<file path="config.mk">
export PLATFORM = sky130hd
export DESIGN_NAME = fp_class_gen
export DESIGN_NICKNAME = d
export VERILOG_FILES = /design/src/rtl/fp_class_gen_pkg.sv /design/src/rtl/fp_class_gen_lfsr.sv /design/src/rtl/fp_class_gen.sv
export SDC_FILE = /design/constraint.sdc
export NUM_CORES = 1
export LEC_CHECK = 0
export BUFFER_PORTS_ARGS = -buffer_cell sky130_fd_sc_hd__buf_2
export CORE_ASPECT_RATIO = 2
export CORE_MARGIN = 2
export CORE_UTILIZATION = 30
export CTS_CLUSTER_DIAMETER = 100
export CTS_CLUSTER_SIZE = 24
export DETAILED_ROUTE_END_ITERATION = 8
export SLEW_MARGIN = 20
export SYNTH_ARGS = -nofsm -noshare
export SYNTH_HDL_FRONTEND = slang
export SYNTH_SLANG_ARGS = --single-unit
</file>
<file path="constraint.sdc">
create_clock -name clk_i -period 3 [get_ports clk_i]
set_clock_uncertainty 0.15 [all_clocks]
set_input_delay 0.15 -clock clk_i [delete_from_list [all_inputs] [get_ports clk_i]]
set_output_delay 0.15 -clock clk_i [all_outputs]
set_load 0.02 [all_outputs]
</file>
<file path="src/rtl/fp_class_gen_pkg.sv">
`default_nettype none
// ============================================================================
// Module  : fp_class_gen_pkg
// Brief   : Shared types, constants and helpers for the FP class generator:
//           format description, generator FSM states, LFSR taps and
//           canonical encodings.
// Revision: 1.0 - initial release
// ============================================================================
package fp_class_gen_pkg;

  typedef enum logic [1:0] {
    FP16 = 2'd0,
    FP32 = 2'd1,
    FP64 = 2'd2
  } fp_format_e;

  typedef enum logic [1:0] {
    IDLE = 2'd0,
    DRAW = 2'd1,
    DONE = 2'd2
  } gen_state_e;

  // Class mask width; bit n matches the fp_class output encoding.
  localparam int CLASS_W = 10;

  // Galois feedback mask for x^64 + x^63 + x^61 + x^60 + 1 (right-shifting form).
  localparam logic [63:0] LFSR64_TAPS = 64'hD800_0000_0000_0000;

  function automatic int exp_bits(input fp_format_e fmt);
    case (fmt)
      FP16:    return 5;
      FP64:    return 11;
      default: return 8;
    endcase
  endfunction

  function automatic int man_bits(input fp_format_e fmt);
    case (fmt)
      FP16:    return 10;
      FP64:    return 52;
      default: return 23;
    endcase
  endfunction

  function automatic int fp_width(input fp_format_e fmt);
    return 1 + exp_bits(fmt) + man_bits(fmt);
  endfunction

  // Sign 0, exponent all-ones, only the mantissa MSB set; right-aligned in 64 bits.
  function automatic logic [63:0] canonical_qnan(input fp_format_e fmt);
    logic [63:0] r;
    r = ((64'd1 << exp_bits(fmt)) - 64'd1) << man_bits(fmt);
    r = r | (64'd1 << (man_bits(fmt) - 1));
    return r;
  endfunction

  // +1.0: exponent equal to the bias, mantissa zero; right-aligned in 64 bits.
  function automatic logic [63:0] one_encoding(input fp_format_e fmt);
    return ((64'd1 << (exp_bits(fmt) - 1)) - 64'd1) << man_bits(fmt);
  endfunction

  function automatic logic is_onehot10(input logic [CLASS_W-1:0] c);
    return (c != '0) && ((c & (c - 10'd1)) == '0);
  endfunction

endpackage : fp_class_gen_pkg
`default_nettype wire

</file>
<file path="src/rtl/fp_class_gen_lfsr.sv">
`default_nettype none
// ============================================================================
// Module  : fp_lfsr
// Brief   : Galois LFSR with seed load and single-step enable. An all-zero
//           seed (reset value or loaded) is replaced by 1 so the register can
//           never lock up.
// Revision: 1.0 - initial release
// ============================================================================
module fp_lfsr #(
  parameter int              WIDTH = 64,
  parameter logic [WIDTH-1:0] TAPS = '0,
  parameter logic [WIDTH-1:0] SEED = {{(WIDTH-1){1'b0}}, 1'b1}
) (
  input  logic             clk_i,
  input  logic             rst_i,
  input  logic             seed_load_i,
  input  logic [WIDTH-1:0] seed_i,
  input  logic             step_i,
  output logic [WIDTH-1:0] state_o
);

  localparam logic [WIDTH-1:0] ONE     = {{(WIDTH-1){1'b0}}, 1'b1};
  localparam logic [WIDTH-1:0] RST_VAL = (SEED == '0) ? ONE : SEED;

  logic [WIDTH-1:0] lfsr_q;
  logic [WIDTH-1:0] seed_safe;

  assign seed_safe = (seed_i == '0) ? ONE : seed_i;
  assign state_o   = lfsr_q;

  // Seed load wins over stepping; each step shifts right and folds in the taps.
  always_ff @(posedge clk_i or posedge rst_i) begin
    if (rst_i) begin
      lfsr_q <= RST_VAL;
    end else if (seed_load_i) begin
      lfsr_q <= seed_safe;
    end else if (step_i) begin
      lfsr_q <= {1'b0, lfsr_q[WIDTH-1:1]} ^ (lfsr_q[0] ? TAPS : '0);
    end
  end

endmodule : fp_lfsr
`default_nettype wire

</file>
<file path="src/rtl/fp_class_gen.sv">
`default_nettype none
// ============================================================================
// Module  : fp_class_gen
// Brief   : Produces an FP encoding belonging to a requested one-hot class.
//           Free fields come from an internal LFSR; draws that miss the class
//           are retried up to MAX_RETRY times before a fixed fallback is used.
// Revision: 1.0 - initial release
// ============================================================================
module fp_class_gen
  import fp_class_gen_pkg::*;
#(
  parameter fp_format_e  FP_FORMAT = FP32,
  parameter logic [63:0] SEED      = 64'h1,
  parameter int          MAX_RETRY = 8
) (
  input  logic                             clk_i,
  input  logic                             rst_i,
  input  logic                             start_i,
  input  logic [CLASS_W-1:0]               class_i,
  input  logic                             seed_load_i,
  input  logic [63:0]                      seed_i,
  output logic                             busy_o,
  output logic                             done_o,
  output logic                             err_o,
  output logic [fp_width(FP_FORMAT)-1:0]   value_o
);

  localparam int EXP_W    = exp_bits(FP_FORMAT);
  localparam int MAN_W    = man_bits(FP_FORMAT);
  localparam int FP_WIDTH = fp_width(FP_FORMAT);
  localparam int RETRY_W  = (MAX_RETRY > 0) ? $clog2(MAX_RETRY + 1) : 1;

  localparam logic [RETRY_W-1:0] RETRY_LAST = RETRY_W'(MAX_RETRY);
  localparam logic [63:0]        QNAN64     = canonical_qnan(FP_FORMAT);
  localparam logic [EXP_W-1:0]   EXP_ONES   = '1;
  localparam logic [EXP_W-1:0]   EXP_BIAS   = {1'b0, {(EXP_W-1){1'b1}}};

  gen_state_e              state_q, state_d;
  logic [CLASS_W-1:0]      cls_q;
  logic                    bad_q;
  logic [RETRY_W-1:0]      retry_q;
  logic [FP_WIDTH-1:0]     value_q;
  logic                    err_q;
  logic [63:0]             lfsr;

  logic                    lfsr_step;
  logic                    lfsr_load;
  logic                    req_take;
  logic                    retry_inc;
  logic                    value_load;
  logic [FP_WIDTH-1:0]     value_d;
  logic                    err_d;

  logic [MAN_W-1:0]        mant_draw;
  logic [EXP_W-1:0]        exp_draw;
  logic                    rsign;
  logic                    cand_sign;
  logic [EXP_W-1:0]        cand_exp;
  logic [MAN_W-1:0]        cand_mant;
  logic [EXP_W-1:0]        fb_exp;
  logic [MAN_W-1:0]        fb_mant;
  logic                    reject;

  // Seeds are only accepted while idle so a draw in flight is never disturbed.
  assign lfsr_load = (state_q == IDLE) && seed_load_i;

  fp_lfsr #(
    .WIDTH (64),
    .TAPS  (LFSR64_TAPS),
    .SEED  (SEED)
  ) u_lfsr (
    .clk_i       (clk_i),
    .rst_i       (rst_i),
    .seed_load_i (lfsr_load),
    .seed_i      (seed_i),
    .step_i      (lfsr_step),
    .state_o     (lfsr)
  );

  assign mant_draw = lfsr[MAN_W-1:0];
  assign exp_draw  = lfsr[MAN_W+EXP_W-1:MAN_W];
  assign rsign     = lfsr[63];

  // Candidate, acceptance test and fallback for the latched class.
  always_comb begin
    cand_sign = |cls_q[3:0];
    cand_exp  = '0;
    cand_mant = '0;
    fb_exp    = '0;
    fb_mant   = '0;
    reject    = 1'b0;
    if (cls_q[0] || cls_q[7]) begin
      cand_exp = EXP_ONES;
    end else if (cls_q[1] || cls_q[6]) begin
      cand_exp  = exp_draw;
      cand_mant = mant_draw;
      reject    = (exp_draw == '0) || (exp_draw == EXP_ONES);
      fb_exp    = EXP_BIAS;
    end else if (cls_q[2] || cls_q[5]) begin
      cand_mant = mant_draw;
      reject    = (mant_draw == '0);
      fb_mant   = MAN_W'(1);
    end else if (cls_q[8]) begin
      cand_sign = rsign;
      cand_exp  = EXP_ONES;
      cand_mant = {1'b0, mant_draw[MAN_W-2:0]};
      reject    = (mant_draw[MAN_W-2:0] == '0);
      fb_exp    = EXP_ONES;
      fb_mant   = MAN_W'(1);
    end else if (cls_q[9]) begin
      cand_sign = rsign;
      cand_exp  = EXP_ONES;
      cand_mant = {1'b1, mant_draw[MAN_W-2:0]};
    end
  end

  // State register.
  always_ff @(posedge clk_i or posedge rst_i) begin
    if (rst_i) begin
      state_q <= IDLE;
    end else begin
      state_q <= state_d;
    end
  end

  // Next state and datapath controls. A malformed request still spends one
  // DRAW cycle so its response arrives with the same timing as the fastest
  // valid one.
  always_comb begin
    state_d    = state_q;
    lfsr_step  = 1'b0;
    req_take   = 1'b0;
    retry_inc  = 1'b0;
    value_load = 1'b0;
    value_d    = {cand_sign, cand_exp, cand_mant};
    err_d      = 1'b0;
    case (state_q)
      IDLE: begin
        if (!seed_load_i && start_i) begin
          req_take = 1'b1;
          state_d  = DRAW;
        end
      end
      DRAW: begin
        lfsr_step = 1'b1;
        if (bad_q) begin
          value_load = 1'b1;
          value_d    = QNAN64[FP_WIDTH-1:0];
          err_d      = 1'b1;
          state_d    = DONE;
        end else if (!reject) begin
          value_load = 1'b1;
          state_d    = DONE;
        end else if (retry_q == RETRY_LAST) begin
          value_load = 1'b1;
          value_d    = {cand_sign, fb_exp, fb_mant};
          state_d    = DONE;
        end else begin
          retry_inc = 1'b1;
        end
      end
      DONE: begin
        state_d = IDLE;
      end
      default: begin
        state_d = IDLE;
      end
    endcase
  end

  // Request latch, retry counter and result register.
  always_ff @(posedge clk_i or posedge rst_i) begin
    if (rst_i) begin
      cls_q   <= '0;
      bad_q   <= 1'b0;
      retry_q <= '0;
      value_q <= '0;
      err_q   <= 1'b0;
    end else begin
      if (req_take) begin
        cls_q   <= class_i;
        bad_q   <= !is_onehot10(class_i);
        retry_q <= '0;
      end else if (retry_inc) begin
        retry_q <= retry_q + RETRY_W'(1);
      end
      if (value_load) begin
        value_q <= value_d;
        err_q   <= err_d;
      end
    end
  end

  assign busy_o  = (state_q == DRAW);
  assign done_o  = (state_q == DONE);
  assign err_o   = done_o && err_q;
  assign value_o = value_q;

endmodule : fp_class_gen
`default_nettype wire

</file>
==> out/metrics.csv <==
stage;metric;value;unit
critical_path;worstReg2RegEnd;value_o[17];
critical_path;path_cells;nor4_1 -> nand4_1 -> o31ai_4 -> a21o_1 -> buf_4 -> a22o_1;
detailed_routing;ant_nets;0;
global_route;grt_pass1_vias;4970;
synth;ys_seq_elements;113;
layout;antenna_cells;0;
critical_path;max_stage_delay;0.51;ns
clocking;cts_max_path_buffers;2;
detailed_routing;vias_per_cell;5.26;
clocking;cts_tree;built;
synth;ys_types;48;
timing;slew_viol_final;0;
timing;setup_viol;0;
power;p_leak;3.22;nW
critical_path;crit_fanout;21;
detailed_routing;drt_pre_antenna_iters;4;
power;powerDensity;706;nW/um^2
clocking;numCtsBuffers;17;
floorplanning;die_area;18400;um^2
clocking;ctsHtreeMaxLevel;4;
critical_path;critPathKind;register to register;
timing;worst_slew_pin_slew;0.825;ns
synth;synthesis.area;5170;um^2
floorplanning;num_rows;67;
synth;async_reset_ff_frac;1.00;
synth;synthMostInstantiatedCell;nor2_1;
synth;syn_nets;607;
synth;synth_area_leaders;dfrtp_1 (54%), nor2_1 (11%), o22ai_1 (7.6%);
clocking;hold_buffers;74;
critical_path;r2r_start;u_lfsr.state_o[5];
global_route;antenna_found_initial;0;
floorplanning;core;16800;um^2
clocking;root_buffer;clkbuf_16;
clocking;post_cts_resized;0;
floorplanning;die_w;96.8;um
layout;fillers;1614;
critical_path;crit_required;3.20;ns
clocking;cts_sinks;113;
detailed_routing;wl_per_cell;17.3;um
critical_path;crit_end;value_o[17];
global_route;grt_max_degree;57;
timing;whs;0.0652;ns
timing;layout_min_cycle_time;2.50;ns
timing;hold_violations;0;
synth;synthCells;527;
floorplanning;initial_core_util;0.307;
floorplanning;die_y;190;um
timing;fin_setup_tns;0;ns
clocking;clkLatencyLatePin;0.42;ns
floorplanning;ioPinCount;113;
detailed_routing;drcViolationCount;0;
synth;syn_area_per_cell;9.81;um^2
hold_path;min_path_type;input port to register;
clocking;clk_pin_slew;0.05;ns
power;total_power;0.00518;W
detailed_routing;drt-total-wl;16100;um
synth;yosysSeqAreaShare;0.547;
synth;ys_top_cells_by_count;nor2_1 (148), dfrtp_1 (112), o22ai_1 (63);
detailed_routing;drtIter0Drc;271;
synth;ys.flop_type;dfrtp_1;
timing;fmax;399;MHz
global_route;grt.overflow.total;0;
critical_path;r2r_slack;0.50;ns
synth;yosys.area.top_type;dfrtp_1;
global_route;grt_usage;0.175;
critical_path;reg2reg_depth;6;
critical_path;arrival;2.70;ns
critical_path;cp_slowest_cell;nor4_1;
critical_path;cp-startpoint;u_lfsr.state_o[5];
layout;drive_above_1_share;0.246;
timing;relSlewSlack;0.449;
run;maxCapViolCount;0;
critical_path;cp-end-kind;register;
timing;rsz0062_at_grt;no;
layout;nets;792;
place;gp_congestion;0.868;
run_status;status;completed;
timing;timing.final.crit_share;0.835;
synth;synth_top_area_share;0.542;
clocking;postCtsSetupRepairBufs;0;
synth;synth_warnings;0;
place;hpwl;11700;um
critical_path;start_kind;register;
global_route;grt_pass1_wl;25300;um
power;vdd_drop_max;0.391;mV
layout;syn2layout_area_growth;41.9;%
synth;synth_edf_count;0;
detailed_routing;vias;4899;
place;io_buffers;112;
-- metrics by stage --
step | utilization | std cells | instance area (um^2) | setup WS, ns
3_5_place_dp | 0.352 | 826 | 5930 | 0.537
3_3_place_gp | 0.352 | 826 | 5930 | 0.585
5_1_grt | 0.435 | 932 | 7330 | 0.307
2_1_floorplan | - | 527 | 5170 | 0.919
6_report | 0.435 | 932 | 7330 | 0.496
4_1_cts | 0.435 | 932 | 7330 | 0.514
-- area by class of cell --
class,instances,area (um^2),share of cell area
clock buffer,21,450,0.0614
clock inverter,11,209,0.0285
inverter,6,26.3,0.00358
multi-input combinational,378,2170,0.296
sequential,113,2830,0.386
tap,207,259,0.0353
timing repair buffer,196,1390,0.189
-- flip-flops by register name (all words and copies together), names as in the netlist --
name / flops
retry_q: 4
state_q: 2
u_lfsr.state_o: 64
value_o: 32
cls_q: 9
err_q: 1
bad_q: 1
-- where the power goes --
group          leakage [nW]  total [W]  switching [W]  internal, W
sequential             1.32    0.00206       0.000267      0.00180
clock                 0.325    0.00227       0.000695      0.00157
combinational          1.58   0.000845       0.000468     0.000378
total                  3.22    0.00518        0.00143      0.00375
-- worst min-delay path by stage --
| stage | start | endpoint | slack (ns) | depth (start not counted) |
|---|---|---|---|---|
| 5_1_grt | seed_load_i | retry_q[3] | 0.1 | 4 |
| 3_5_place_dp | rst_i | value_o[6] | 0.19 | 2 |
| 6_report | seed_load_i | retry_q[2] | 0.07 | 4 |
| 4_1_cts | seed_load_i | retry_q[2] | 0.07 | 4 |
| 3_3_place_gp | rst_i | value_o[4] | 0.18 | 2 |
| 2_1_floorplan | seed_i[59] | u_lfsr.state_o[59] | 0.15 | 1 |
-- cells by family (layout without fill, tap and decap cells) --
logic type	count (synthesis)	in the layout	share of synthesized area
AO/OA/AOI/OAI	124	124	0.169
XOR/XNOR	7	7	0.0119
adder cells (fa/ha/maj)	3	3	0.00678
buffers and inverters	36	234	0.0344
flip-flops	113	113	0.547
multiplexers	13	13	0.0281
AND/OR/NAND/NOR	231	231	0.202
-- cell usage in the layout, fill, tap and decap left out, types with 3 or more instances in the layout --
cell type / instances
or3_1: 3
nor3_1: 6
clkbuf_16: 17
o22ai_1: 63
o21ai_0: 6
mux2_2: 12
buf_2: 112
bufinv_16: 6
a31oi_1: 9
nand4_1: 12
clkbuf_1: 3
a21oi_1: 5
buf_4: 9
clkinv_2: 4
a21o_1: 9
nand3_1: 3
nand2_1: 19
nor4_1: 24
nand2_2: 3
o21a_1: 4
dlygate4sd3_1: 74
nor2_1: 148
xor2_1: 5
inv_1: 3
a22o_1: 22
dfrtp_1: 112
-- worst max-delay path: cells and delay by family, from the launching register on --
kind	cells	cell delay, ns
buffers and inverters	1	0.30
flip-flops	1	0.41
AO/OA/AOI/OAI	3	0.82
AND/OR/NAND/NOR	2	0.75
-- routing by layer --
layer | vias up | share of wire | GRT usage
li1 | 2292 | - | -
met1 | 2364 | 0.36 | 0.177
met2 | 195 | 0.54 | 0.328
met3 | 48 | 0.042 | 0.0305
met4 | 0 | 0.054 | 0.111
met5 | - | 0 | 0
Note: power is estimated with default switching activity, not from simulation.
